===== config.mk =====
export PLATFORM = sky130hd
export DESIGN_NAME = dot_product_loader_flat
export DESIGN_NICKNAME = d
export VERILOG_FILES = /design/src/rtl/dot_product_loader_if.sv /design/src/rtl/dot_product_loader.sv /design/src/flat_wrapper.sv
export SDC_FILE = /design/constraint.sdc
export NUM_CORES = 1
export LEC_CHECK = 0
export CORE_UTILIZATION = 42
export CTS_CLUSTER_SIZE = 16
export DETAILED_ROUTE_END_ITERATION = 6
export PLACE_DENSITY = 0.77
export SLEW_MARGIN = 5
export SYNTH_ARGS = -nofsm -noshare
export SYNTH_HDL_FRONTEND = slang
export SYNTH_SLANG_ARGS = --single-unit
export TNS_END_PERCENT = 10

===== constraint.sdc =====
create_clock -name clk -period 2.4 [get_ports clk]
set_input_delay 0.72 -clock clk [delete_from_list [all_inputs] [get_ports clk]]
set_output_delay 0.72 -clock clk [all_outputs]
set_load 0.02 [all_outputs]

===== src/rtl/dot_product_loader_if.sv =====
// dot_product_loader_if: element-pair input stream and result output stream
// of the dot product loader, each a valid/ready handshake.
interface dot_product_loader_if #(
    parameter int DW = 8,
    parameter int RW = 19
);
    logic          in_valid;
    logic          in_ready;
    logic [DW-1:0] in_a;
    logic [DW-1:0] in_b;
    logic          out_valid;
    logic          out_ready;
    logic [RW-1:0] out_data;

    modport master (
        output in_valid, in_a, in_b, out_ready,
        input  in_ready, out_valid, out_data
    );

    modport slave (
        input  in_valid, in_a, in_b, out_ready,
        output in_ready, out_valid, out_data
    );
endinterface


===== src/rtl/dot_product_loader.sv =====
// dot_product_loader: packs N streamed (a, b) pairs into operand vectors for a
// combinational dot_product, registers its result and presents it downstream.
module dot_product_loader #(
    parameter int N     = 8,
    parameter int N_bit = 3,
    parameter int DW    = 8
) (
    input  logic                   clk,
    input  logic                   rst_n,
    dot_product_loader_if.slave    s,
    output logic [DW*N-1:0]        vec_a,
    output logic [DW*N-1:0]        vec_b,
    input  logic [2*DW+N_bit-1:0]  dp_result
);
    typedef enum logic [1:0] {LOAD, CALC, OUT} state_t;

    state_t         state, state_nx;
    logic [N_bit:0] idx;
    logic           acc;
    logic           last;

    assign acc  = s.in_valid && s.in_ready;
    assign last = idx == (N_bit+1)'(N-1);

    // handshake outputs decode the registered state only, never the inputs
    always_comb begin
        state_nx   = state;
        s.in_ready = state == LOAD;
        s.out_valid = state == OUT;
        if (state == LOAD && acc && last)
            state_nx = CALC;
        else if (state == CALC)
            state_nx = OUT;
        else if (state == OUT && s.out_ready)
            state_nx = LOAD;
    end

    always_ff @(posedge clk or negedge rst_n) begin
        if (!rst_n) begin
            state      <= LOAD;
            idx        <= '0;
            vec_a      <= '0;
            vec_b      <= '0;
            s.out_data <= '0;
        end else begin
            state <= state_nx;
            if (acc) begin
                vec_a[idx*DW +: DW] <= s.in_a;
                vec_b[idx*DW +: DW] <= s.in_b;
                idx                 <= last ? '0 : idx + 1'b1;
            end
            if (state == CALC)
                s.out_data <= dp_result;
        end
    end
endmodule

===== src/flat_wrapper.sv =====
// flat-port wrapper written by rule: the top's interface ports become plain ports
module dot_product_loader_flat 
#(
    parameter int N     = 8,
    parameter int N_bit = 3,
    parameter int DW    = 8
)
  (clk, rst_n, vec_a, vec_b, dp_result, s_in_valid, s_in_a, s_in_b, s_out_ready, s_in_ready, s_out_valid, s_out_data);
  dot_product_loader_if #(.DW(DW)) s_i ();
  input  logic clk;
  input  logic rst_n;
  output logic [DW*N-1:0] vec_a;
  output logic [DW*N-1:0] vec_b;
  input  logic [2*DW+N_bit-1:0] dp_result;
  input wire logic [$bits(s_i.in_valid)-1:0] s_in_valid;
  input wire logic [$bits(s_i.in_a)-1:0] s_in_a;
  input wire logic [$bits(s_i.in_b)-1:0] s_in_b;
  input wire logic [$bits(s_i.out_ready)-1:0] s_out_ready;
  output wire logic [$bits(s_i.in_ready)-1:0] s_in_ready;
  output wire logic [$bits(s_i.out_valid)-1:0] s_out_valid;
  output wire logic [$bits(s_i.out_data)-1:0] s_out_data;
  assign s_i.in_valid = s_in_valid;
  assign s_i.in_a = s_in_a;
  assign s_i.in_b = s_in_b;
  assign s_i.out_ready = s_out_ready;
  assign s_in_ready = s_i.in_ready;
  assign s_out_valid = s_i.out_valid;
  assign s_out_data = s_i.out_data;
  dot_product_loader #(.N(N), .N_bit(N_bit), .DW(DW)) u_core (.clk(clk), .rst_n(rst_n), .s(s_i), .vec_a(vec_a), .vec_b(vec_b), .dp_result(dp_result));
endmodule

* Yosys cells after proc, flatten, opt, wreduce, memory -nomap -nowiden
Cells that the tools add are included.
** Word-level totals
- Register bits after elaboration :: 153
- Input port bits :: 39
- Logic and storage cells :: 25
** Cells by class
- Add/subtract/negate cells :: 2
- Equality and inequality tests :: 3
- Shift operators :: 3
- Muxes and demuxes :: 6
- Reduce and logical (&&, ||, !) cells :: 6
** Operator list (count)
- $bwmux W64 :: 2
- $shiftx A8 B34 Y64 :: 2
- $shift A8 B34 Y64 const A :: 1
- $neg A7 Y34 :: 1
- $mux W2 :: 3
- $add A4 B1 Y4 const B :: 1
- $eq A4 B3 Y1 const B :: 1
- $logic_and A1 B1 Y1 :: 4
- $mux W4 :: 1
- $reduce_bool A3 Y1 :: 1
- $eq A2 B1 Y1 const B :: 1
- $eq A2 B2 Y1 const B :: 1
- $logic_not A2 Y1 :: 1

* Longest topological paths before layout
Gate-level depths: netlist of run 1.
- Word-level depth :: 5
- Gate-level depth with buffers :: 9
- Mapped depth without buffers :: 6

* Least setup slack after synthesis of run 1
OpenSTA, ideal clock, no wires.
- Path kind :: flip-flop to flip-flop
- Start point :: reg u_core.idx[0]
- End point :: reg u_core.vec_a[40]
- Arrival time :: 2.491 ns
- Slack :: -0.216 ns
- Stages on the path, launching flop included :: 10
- Buffers on the path :: 4
- Period minus slack after synthesis :: 2.616 ns
- Path through :: dfrtp_1 clkbuf_1 clkbuf_1 nor3_1 ha_1 mux2i_4 or4_1 buf_6 buf_12 mux2_4
** On the way
- Cells in the longest elaborated chain, start to end :: 3
** RTL lines
- start: declaration :: RTL line dot_product_loader.sv:18 : logic [N_bit:0] idx;
- start signal: assignment :: RTL line dot_product_loader.sv:50 : idx <= last ? '0 : idx + 1'b1;
- $neg A7 Y34 (*) :: RTL line dot_product_loader.sv:48 : vec_a[idx*DW +: DW] <= s.in_a;
- $shiftx A8 B34 Y64 or $shift A8 B34 Y64 (tied branches) :: RTL line dot_product_loader.sv:48
- $bwmux W64 (*) :: RTL line dot_product_loader.sv:48
- end signal: indexed assignment :: RTL line dot_product_loader.sv:48
- end: declaration :: RTL line dot_product_loader.sv:11 : output logic [DW*N-1:0] vec_a,
Mark *: on every way between the ends. The rest lies on a longest branch, timed or not.
A chain may end at the register's enable or synchronous reset.

* Worst setup path in the final report of run 1
- Start point :: in s_in_valid
- End point :: reg u_core.vec_b[24]
** On the way
- Cells in the longest elaborated chain, start to end :: 1
** RTL lines
- start: declaration :: RTL line flat_wrapper.sv:15 : input wire logic [$bits(s_i.in_valid)-1:0] s_in_valid;
- $logic_and A1 B1 Y1 :: RTL line dot_product_loader.sv:22 : assign acc = s.in_valid && s.in_ready;
- end signal: indexed assignment :: RTL line dot_product_loader.sv:49 : vec_b[idx*DW +: DW] <= s.in_b;
- end: declaration :: RTL line dot_product_loader.sv:12 : output logic [DW*N-1:0] vec_b,
No other way between the ends.

==> results.sh, run 1 <==
export IMPL_dieArea_mm2=0.0153
export IMPL_maxSlewHeadroom_pct=63.4
export IMPL_insertion_delay_ns=0.43
export IMPL_syn_area_mm2=0.00621
export IMPL_setup_viol=0
export IMPL_drc=0
export IMPL_grt_pass1_vias=4359
export IMPL_avgSynthCellArea_um2=15.8
export IMPL_ys_warn_count=0
export IMPL_h_tree_depth=4
export IMPL_worst_pin_slew_ns=0.549
export IMPL_seqCellArea_mm2=0.00383
export IMPL_initialDrtViolationCount=126
export IMPL_vias=4071
export IMPL_core_mm2=0.0145
export IMPL_fin_skew_ns=0.00670
export IMPL_crit_family="buffers and inverters"
export IMPL_antenna_cells=0
export IMPL_vdd_drop_max_mv=0.744
export IMPL_grt_total_usage_pct=21.8
export IMPL_critPathLaunchType="input pin"
export IMPL_cts_buffer_depth=2
export IMPL_cts_hold_buf=0
export IMPL_overflow=0
export IMPL_drtPass1Iterations=4
export IMPL_post_route_period_util_pct=96.4
export IMPL_cap_violations=0
export IMPL_setup_worst_path_class="input pin to flop"
export IMPL_synth_top_cells_by_area="dfrtp_1 (62%), mux2_2 (25%), mux2_4 (2.4%), and2_1 (1.4%), nor2b_1 (1.1%)"
export IMPL_hold_viol_final=0
export IMPL_hold_ws_ns=0.276
export IMPL_cts_tree="done"
export IMPL_path_max_fanout=16
export IMPL_arrival_ns=2.62
export IMPL_pre_cts_slack_ns=-0.352
export IMPL_worst_path_most_repeated_cell="buf_4"
export IMPL_row_count=44
export IMPL_finalPower_mw=13.1
export IMPL_synth_ff_type="dfrtp_1"
export IMPL_ys_ff_latch=153
export IMPL_yosys_area_top_type="dfrtp_1"
export IMPL_initial_core_util_pct=42.9
export IMPL_grt_max_degree=57
export IMPL_yosysTopAreaCellShare_pct=61.6
export IMPL_hpwl_um=11100
export IMPL_wl_per_cell_um=19.3
export IMPL_cts_buffers=17
export IMPL_syn_num_nets=434
export IMPL_required_ns=2.71
export IMPL_end_kind="flop"
export IMPL_n_fill_cell=1095
export IMPL_crit_buf_inv=4
export IMPL_synthArstFlopShare_pct=100
export IMPL_die_y_um=124
export IMPL_cts_root_buf="clkbuf_16"
export IMPL_worstHoldPathType="input pin to async pin"
export IMPL_grt_pass1_wl_um=24100
export IMPL_synth_edff_count=0
export IMPL_p_leak_nw=4.08
export IMPL_synth_cells=392
export IMPL_nNetsFinal=648
export IMPL_path_cells="clkdlybuf4s50_1 > nor3b_4 > buf_4 > nand3_2 > buf_4 > nor3_4 > buf_12 > mux2_2"
export IMPL_fmax_mhz=432
export IMPL_multiInputGateArea_mm2=0.00230
export IMPL_placed_cell_area_mm2=0.00852
export IMPL_yosysSeqAreaShare_pct=61.6
export IMPL_slowest_stage="clkdlybuf4s50_1"
export IMPL_status="finished, final reports clean"
export IMPL_ios=188
export IMPL_rsz0062_at_grt="true"
export IMPL_drive_above_1_share_pct=36.0
export IMPL_cts_sinks=153
export IMPL_port_buffers=187
export IMPL_p_per_area_mw_per_mm2=1430
export IMPL_antenna_found_initial=0
export IMPL_finalCriticalPeriod_ns=2.31
export IMPL_ys_types=35
export IMPL_path_clk_slew_ns=0.06
export IMPL_cpPeakStageDelay_ns=0.48
export IMPL_place_gp_congestion=0.795
export IMPL_routed_wl_um=15500
export IMPL_antenna_left=0
export IMPL_slew_violations=0
export IMPL_dieWidth_um=124
export IMPL_avgViaCountPerCell=5.07
export IMPL_fin_ws_ns=0.0861
export IMPL_area_growth_pct=47.1
export IMPL_fin_util_pct=63.1
export IMPL_postLayoutCellArea_mm2=0.00914
## synthesized netlist by cell type, types with 2 or more instances
library cell  count
dfrtp_1         153
mux2_2          137
and2_1           14
nor2b_1          11
mux2_4           10
buf_2             7
nand3_1           6
clkbuf_1          5
inv_1             4
nand2_1           4
ha_1              3
nor3b_1           3
o21ai_0           3
or3_2             3
a21o_1            2
and3_1            2
buf_4             2
buf_6             2
nor3_1            2
nor3_2            2
nor3b_4           2
nor4_4            2
## layout by cell type (no fill, tap or decap), types with 4 or more instances in the layout
cell	n
mux2_2	137
nand3_1	5
clkdlybuf4s50_1	184
buf_4	17
dfrtp_1	153
clkinv_2	4
and2_1	14
nor2b_1	11
buf_12	8
clkbuf_16	17
mux2_4	10
## power by group
part / leakage [nW] / total [mW] / switching, mW / internal, mW
sequential: 1.98 / 4.22 / 0.619 / 3.60
combinational: 1.82 / 6.13 / 2.94 / 3.19
clock: 0.286 / 2.70 / 1.05 / 1.66
## sequential cells by signal (all words and copies together) (netlist names)
register / cells
u_core.s.out_data: 19
u_core.idx: 4
u_core.vec_a: 64
u_core.vec_b: 64
u_core.state: 2
## timing repair
item	4_1_cts	5_1_grt
setup buffers	0	2
endpoints found under the setup margin	18	66
gates resized for setup	4	0
## routing by layer
layer	track usage [%]	vias to the layer above	wire [um]
met2	36.1	125	8020
met1	26.6	2090	6310
met3	5.95	29	795
met5	0	-	0
li1	-	1827	-
met4	9.86	0	400
## layout make-up
cell class,count,area share [%]
Clock inverter,12,1.64
Multi-Input combinational cell,217,25.1
Tap cell,184,2.52
Sequential cell,153,41.9
Timing Repair Buffer,213,23.7
Inverter,4,0.164
Clock buffer,20,4.89
## path summary, 6_finish.rpt
| check | cells past startpoint | to | startpoint | slack [ns] |
|---|---|---|---|---|
| max in group asynchronous | 2 | u_core.vec_a[12] | rst_n | 1.44 |
| worst min register to register | 1 | u_core.vec_b[19] | u_core.vec_b[19] | 0.50 |
| worst min-delay path | 1 | u_core.vec_b[3] | rst_n | 0.28 |
| worst max-delay path | 8 | u_core.vec_b[24] | s_in_valid | 0.09 |
| worst max register to register | 7 | u_core.vec_b[46] | u_core.idx[0] | 0.10 |
| min in group clk | 1 | u_core.vec_b[19] | u_core.vec_b[19] | 0.50 |
## through the flow
step / instances / setup TNS [ns]
6_report: 803 / 0
5_1_grt: 803 / -0.00155
4_1_cts: 801 / 0
3_5_place_dp: 769 / -33.25
3_3_place_gp: 769 / -30.16
2_1_floorplan: 392 / -0.619
## cells by family after synthesis
family / count (synthesis) / share of synthesized area (%)
fa+ha+maj: 3 / 0.604
simple gates: 58 / 6.75
buf+inv: 22 / 2.09
flops: 153 / 61.6
mux: 148 / 27.6
xor+xnor: 2 / 0.584
compound gates: 6 / 0.725
Note: power is estimated with default switching activity, not from simulation.
==> run 2, diff against run 1 <==
--- a/config.mk
+++ b/config.mk
@@ -5,10 +5,12 @@
 export SDC_FILE = /design/constraint.sdc
 export NUM_CORES = 1
 export LEC_CHECK = 0
-export CORE_UTILIZATION = 42
+export CORE_UTILIZATION = 44
+export CTS_BUF_LIST = sky130_fd_sc_hd__clkbuf_8
 export CTS_CLUSTER_SIZE = 16
 export DETAILED_ROUTE_END_ITERATION = 6
-export PLACE_DENSITY = 0.77
+export PLACE_DENSITY = 0.8
+export SKIP_CTS_REPAIR_TIMING = 1
 export SLEW_MARGIN = 5
 export SYNTH_ARGS = -nofsm -noshare
 export SYNTH_HDL_FRONTEND = slang
==> results.sh, run 2 (same netlist as run 1, synthesis figures left out) <==
export IMPL_hold_ws_ns=0.251
export IMPL_grt_pass1_vias=4285
export IMPL_cts_buffers=17
export IMPL_biggestRegsByFlops="u_core.vec_a x64, u_core.vec_b x64, u_core.s.out_data x19"
export IMPL_drc=0
export IMPL_drive_above_1_share_pct=36.8
export IMPL_path_cells="inv_1 > ha_4 > nor3b_4 > mux2i_4 > or4_1 > buf_6 > mux2_4"
export IMPL_insertion_delay_ns=0.44
export IMPL_nNetsFinal=649
export IMPL_overflow=0
export IMPL_vias=3988
export IMPL_pre_cts_slack_ns=-0.316
export IMPL_setup_worst_path_class="flop to flop"
export IMPL_finalCriticalPeriod_ns=2.32
export IMPL_cpPeakStageDelay_ns=0.45
export IMPL_place_gp_congestion=0.841
export IMPL_slew_violations=0
export IMPL_cts_tree="done"
export IMPL_die_y_um=121
export IMPL_area_growth_pct=44.5
export IMPL_layout_common_cells="clkdlybuf4s50_1 (184), dfrtp_1 (150), mux2_2 (137)"
export IMPL_routed_wl_um=14600
export IMPL_post_route_period_util_pct=96.6
export IMPL_fmax_mhz=431
export IMPL_cts_sinks=153
export IMPL_required_ns=2.73
export IMPL_antenna_cells=0
export IMPL_p_per_area_mw_per_mm2=1370
export IMPL_drtPass1Iterations=4
export IMPL_fin_skew_ns=0.0111
export IMPL_grt_max_degree=62
export IMPL_h_tree_depth=4
export IMPL_worstHoldPathType="input pin to async pin"
export IMPL_fin_ws_ns=0.0814
export IMPL_row_count=43
export IMPL_cap_violations=0
export IMPL_cts_buffer_depth=2
export IMPL_antenna_left=0
export IMPL_ios=188
export IMPL_layout_commonest_cell="clkdlybuf4s50_1"
export IMPL_arrival_ns=2.65
export IMPL_vdd_drop_max_mv=0.753
export IMPL_path_clk_slew_ns=0.08
export IMPL_hpwl_um=10900
export IMPL_antenna_found_initial=0
export IMPL_slowest_stage="dfrtp_2"
export IMPL_path_max_fanout=16
export IMPL_status="finished, final reports clean"
export IMPL_crit_family="simple AND/OR/NAND/NOR gates"
export IMPL_critPathLaunchType="flop"
export IMPL_avgViaCountPerCell=4.99
export IMPL_initial_core_util_pct=44.9
export IMPL_dieWidth_um=121
export IMPL_cts_root_buf="clkbuf_8"
export IMPL_wl_per_cell_um=18.3
export IMPL_grt_pass1_wl_um=23400
export IMPL_grt_total_usage_pct=21.5
export IMPL_port_buffers=187
export IMPL_worst_pin_slew_ns=0.580
export IMPL_crit_buf_inv=2
export IMPL_initialDrtViolationCount=127
export IMPL_end_kind="flop"
export IMPL_hold_viol_final=0
export IMPL_core_mm2=0.0138
export IMPL_n_fill_cell=1010
export IMPL_dieArea_mm2=0.0146
export IMPL_maxSlewHeadroom_pct=61.4
export IMPL_p_leak_nw=4.03
export IMPL_reg2reg_slack_ns=0.08
export IMPL_setup_viol=0
==> run 2: worst paths after layout <==
check / depth (start not counted) / endpoint / startpoint
setup / recovery: 7 / u_core.vec_a[41] / u_core.idx[1]
hold / removal: 1 / u_core.vec_b[0] / rst_n
setup reg to reg: 7 / u_core.vec_a[41] / u_core.idx[1]
min in group clk: 1 / u_core.vec_b[35] / u_core.vec_b[35]
hold reg to reg: 1 / u_core.vec_b[35] / u_core.vec_b[35]
max in group asynchronous: 2 / u_core.state[1] / rst_n
==> run 2: stage by stage <==
stage / cells / setup TNS, ns / instance area, um2 / total power, mW / utilization (%)
3_5_place_dp: 766 / -29.36 / 8530 / 10.3 / 61.7
4_1_cts: 798 / -0.201 / 8950 / 12.4 / 64.7
2_1_floorplan: 392 / -0.619 / 6290 / 7.47 / -
6_report: 800 / 0 / 8970 / 12.3 / 64.9
5_1_grt: 800 / -0.104 / 8970 / 12.9 / 64.9
3_3_place_gp: 766 / -27.99 / 8530 / 10.1 / 61.7
==> run 2: per-layer routing <==
metal  share of wire, %  vias to the layer above  global-route usage [%]
li1                   -                     1816                       -
met1                 42                     2038                    25.9
met2                 52                      113                    36.1
met3                4.7                       21                    6.56
met4                2.0                        0                    8.18
met5                  0                        -                       0
==> run 2: final cells by class <==
| class | count | area (um2) | area share (%) |
|---|---|---|---|
| Clock inverter | 12 | 146 | 1.63 |
| Clock buffer | 20 | 275 | 3.07 |
| Inverter | 4 | 15.0 | 0.167 |
| Sequential cell | 153 | 3830 | 42.7 |
| Timing Repair Buffer | 214 | 2180 | 24.3 |
| Tap cell | 180 | 225 | 2.51 |
| Multi-Input combinational cell | 217 | 2300 | 25.6 |
==> run 2: where the power goes <==
part / switching (mW) / total, mW / internal [mW]
combinational: 2.89 / 6.06 / 3.18
clock: 0.923 / 2.03 / 1.10
sequential: 0.612 / 4.21 / 3.60
==> RTL change 1 (flow settings as in run 2) <==
Make the reset (`rst_n`) synchronous in one clocked block.
--- a/src/rtl/dot_product_loader.sv
+++ b/src/rtl/dot_product_loader.sv
@@ -37,3 +37,3 @@
 
-    always_ff @(posedge clk or negedge rst_n) begin
+    always_ff @(posedge clk) begin
         if (!rst_n) begin
Function: differs if rst_n is asserted again (counterexample within 4 cycles, from zero or initial values and one cycle with rst_n low); with rst_n held inactive, the same outputs for 4 cycles.
==> RTL change 1 against run 2 <==
- worst setup slack got worse by 0.0091 ns
- routed wire length rose by 18%
- critical path depth did not move
- sequential share of layout area fell by 7.8 points
- cell count rose by 28%
- sequential cell count did not move
- design area fell by 2.2%
- synthesized area fell by 1.9%
Power is not compared: it rests on default switching activity, and its combinational part moved more than twofold at a synthesized area within 25%.
==> RTL change 1: results (changes against run 2) <==
drtIter0Drc: 372  # +190%
yosysSeqAreaShare_pct: 50.3  # -11 points
wl_per_cell_um: 16.9  # -7.7%
ys_top_cells_by_area: "dfxtp_1 (50%), mux2i_1 (21%), nand2_1 (13%), a21boi_0 (2.5%), clkbuf_1 (2.0%)"
dp_slack_ns: -0.388  # -0.0727 ns
crit_family: "buffers and inverters"
cp.arrival_ns: 2.69  # +0.04 ns
dp_cells: 990  # +29%
drive_above_1_share_pct: 8.76  # -28 points
synth-adder-area-share_pct: 0.616  # +0.012 points
final_nets: 875  # +35%
drt_pass1_iterations: 5  # +1
track_usage_pct: 24.7  # +3.2 points
synth_compound_area_share_pct: 3.82  # +3.1 points
synth_flop_cell: "dfxtp_1"
fillers: 1079  # +6.8%
ys_types: 37  # +5.7%
synthMuxAreaShare_pct: 21.0  # -6.6 points
async_reset_ff_share_pct: 0  # -100 points
avgSynthCellArea_um2: 9.52  # -40%
crit_path_top_delay_cell: "clkdlybuf4s50_1"
gp_congestion: 0.812  # -3.5%
grt_pass1_wl_um: 27300  # +17%
synth_common_cells: "nand2_1 (208), dfxtp_1 (153), mux2i_1 (128)"
vias: 5237  # +31%
outcome: "completed"
place_hpwl_um: 12600  # +15%
hold_class: "flip-flop to flip-flop"
grt_max_degree: 103  # +66%
syn-num-nets: 682  # +57%
slew_headroom_pct: 48.3  # -13 points
postPlaceCellArea_mm2: 0.00841  # -1.4%
wirelength_um: 17200  # +18%
clock_skew_ns: 0.0134  # +0.00229 ns
==> RTL change 1: cell type report <==
type / count / area [um^2] / share of cell area, %
timing repair buffer: 217 / 2240 / 25.6
multi-input combinational: 440 / 2880 / 32.8
tap: 176 / 220 / 2.51
clock buffer: 18 / 248 / 2.82
inverter: 4 / 15.0 / 0.171
clock inverter: 13 / 108 / 1.23
sequential: 153 / 3070 / 34.9
==> RTL change 1: worst reg2reg max path, cell delays in order (launching register included) <==
cell and delay (ns):
dfxtp_1 0.34, buf_4 0.35, nor3_1 0.12, ha_1 0.30
inv_1 0.07, a2111oi_4 0.22, buf_4 0.26, nand3_4 0.09
buf_12 0.18, mux2i_1 0.18
==> RTL change 1: power breakdown <==
group          internal [mW]  switching, mW  leakage, nW  total (mW)
logic                  0.162          0.238         2.32       0.400
clock network          0.832          0.942        0.187        1.77
registers               2.54        0.00683         1.23        2.55
total                   3.54           1.19         3.74        4.73
==> RTL change 1: per-layer routing <==
layer	vias to the layer above	track usage [%]	part of all wire [%]
li1	2517	-	-
met1	2502	30.1	43
met2	191	41.0	48
met3	27	8.08	7.0
met4	0	8.05	1.9
met5	-	0	0
==> RTL change 1: cells by family (layout without fill, tap and decap cells) <==
group	count (synthesis)	count (layout)
and+or+nand+nor	277	277
AOI/OAI and AO/OA	29	29
buffers and inverters	47	252
DFF	153	153
adders and majority gates	3	3
muxes	128	128
xor gates and xnor gates	3	3
==> RTL change 1: final timing paths <==
path              slack [ns]          endpoint        startpoint  cells after the start
hold / removal          0.46  u_core.vec_a[11]  u_core.vec_a[11]                      2
setup / recovery        0.07  u_core.vec_a[25]        s_in_valid                      7
hold reg to reg         0.46  u_core.vec_a[11]  u_core.vec_a[11]                      2
setup reg to reg        0.21  u_core.vec_a[25]     u_core.idx[0]                      9
==> RTL change 2 (flow settings as in run 2) <==
Without the edit above. `N` is set to 8 in 2 places; all go to 9.
--- a/src/rtl/dot_product_loader.sv
+++ b/src/rtl/dot_product_loader.sv
@@ -3,3 +3,3 @@
 module dot_product_loader #(
-    parameter int N     = 8,
+    parameter int N     = 9,
     parameter int N_bit = 3,
--- a/src/flat_wrapper.sv
+++ b/src/flat_wrapper.sv
@@ -3,3 +3,3 @@
 #(
-    parameter int N     = 8,
+    parameter int N     = 9,
     parameter int N_bit = 3,
Interface: changed (resized vec_a and vec_b); port bits go from 188 to 204. No check against the original RTL was run, so the function may have changed too.
==> RTL change 2 against run 2 <==
- design area up 13%
- clock skew about the same
- highest routed layer unchanged
- synthesized area up 16%
- total power up 8.2%
- worst setup slack better by 0.032 ns
- die area up 15%
- routed wire length up 34%
- sequential cell count up 16
==> RTL change 2: results (changes against run 2) <==
cp.arrival_ns: 2.63  # -0.02 ns
worst_hold_slack_ns: 0.0822  # -0.169 ns
ant_nets: 0  # unchanged
h-tree-depth: 4  # unchanged
total_leakage_power_nw: 4.59  # +14%
clock_skew_ns: 0.0109  # -0.000141 ns
cts_buffer_depth: 2  # unchanged
slowest_delay_ns: 0.48  # +0.03 ns
yosysSeqAreaShare_pct: 58.9  # -2.8 points
rrSetupSlack_ns: 0.11  # +0.03 ns
final_nets: 899  # +39%
fillers: 1237  # +22%
netlist_instances: 629  # +60%
dp_cells: 1052  # +37%
grt_max_degree: 64  # +3.2%
clk_pin_slew_ns: 0.08  # about the same
ir_worst_vdd_mv: 0.538  # -29%
place_hpwl_um: 14200  # +30%
numCtsBuffers: 17  # unchanged
dp_slack_ns: -0.151  # +0.165 ns
ys_types: 48  # +37%
grt_pass1_wl_um: 30400  # +30%
synth_common_cells: "dfrtp_1 (169), nand2_1 (135), o21ai_0 (71)"
max_freq_ghz: 0.437  # +1.4%
wirelength_um: 19600  # +34%
crit_path_top_delay_cell: "a2111o_1"
worstMarginPinSlew_ns: 1.04  # +0.459 ns
drt_pass1_iterations: 7  # +3
ys_top_cells_by_area: "dfrtp_1 (59%), nand2_1 (7.1%), mux2_2 (6.9%), o21ai_0 (4.9%), mux2i_1 (2.2%)"
crit_end: "u_core.vec_b[54]"
rows: 46  # +7.0%
outcome: "completed"
cts-root-buf: "clkbuf_8"
vias_per_cell: 5.20  # +4.3%
insertion_delay_ns: 0.46  # +0.02 ns
ff2ff_path_depth: 6  # -1
biggestRegsByFlops: "u_core.vec_a x72, u_core.vec_b x72, u_core.s.out_data x19"
syn-num-nets: 673  # +55%
wl_per_cell_um: 18.1  # -0.82%
synth_warnings: 0  # unchanged
portBuffers: 203  # +8.6%
startpoint: "u_core.idx[0]"
antenna_found_initial: 0  # unchanged
grt_pass1_vias: 5419  # +26%
hold_class: "input port to asynchronous set/reset pin"
diodes: 0  # unchanged
async_reset_ff_share_pct: 100  # unchanged
drtIter0Drc: 442  # +250%
worstPathMaxFanout: 8  # -8
track_usage_pct: 24.3  # +2.8 points
drive_above_1_share_pct: 17.4  # -19 points
gp_congestion: 0.854  # +1.5%
-- RTL change 2: worst min path at each step --
stage,end,cells after the start
final,u_core.vec_b[40],1
after global routing,u_core.vec_b[40],1
after CTS,u_core.vec_b[40],1
after detailed placement,u_core.vec_a[61],2
after global placement,u_core.vec_b[45],2
after floorplan,u_core.idx[0],0
-- RTL change 2: kinds of logic after synthesis --
logic type      share of synthesized area (%)
flops                                    58.9
compound gates                           9.70
buf+inv                                  4.30
simple gates                             13.7
mux                                      12.2
fa+ha+maj                               0.871
xor+xnor                                0.383
-- RTL change 2: metrics by stage --
step | instance area (um^2) | utilization (%)
2_1_floorplan | 7210 | -
3_3_place_gp | 9780 | 61.6
3_5_place_dp | 9780 | 61.6
4_1_cts | 10200 | 64.0
5_1_grt | 10200 | 64.1
6_report | 10200 | 64.1
-- RTL change 2: layout make-up --
cell class	instances	area, um^2	area share [%]
sequential	169	4230	41.5
multi-input combinational	393	2670	26.2
timing repair buffer	251	2540	24.9
clock buffer	21	289	2.84
tap	216	270	2.65
clock inverter	10	104	1.02
inverter	23	86.3	0.848
-- RTL change 2: power breakdown --
group	leakage, nW	switching [mW]	internal (mW)
registers	2.25	0.605	3.84
clock network	0.209	0.991	1.01
logic	2.13	3.68	3.18
total	4.59	5.27	8.04
-- RTL change 2: worst max-delay path, delay by kind of cell, from the launching register on --
kind                     cells  cell delay [ns]
AO/OA/AOI/OAI                1             0.48
flip-flops                   1             0.38
multiplexers                 1             0.37
buffers and inverters        2             0.20
adder cells (fa/ha/maj)      1             0.45
AND/OR/NAND/NOR              1             0.29
-- RTL change 2: metal layers --
layer  vias to the layer above  track usage (%)  routed length [um]
met5                         -                0                   0
met1                      2818             32.4                8620
li1                       2576                -                   -
met4                         0             8.89                 401
met3                        28             4.67                1080
met2                       209             39.7                9540
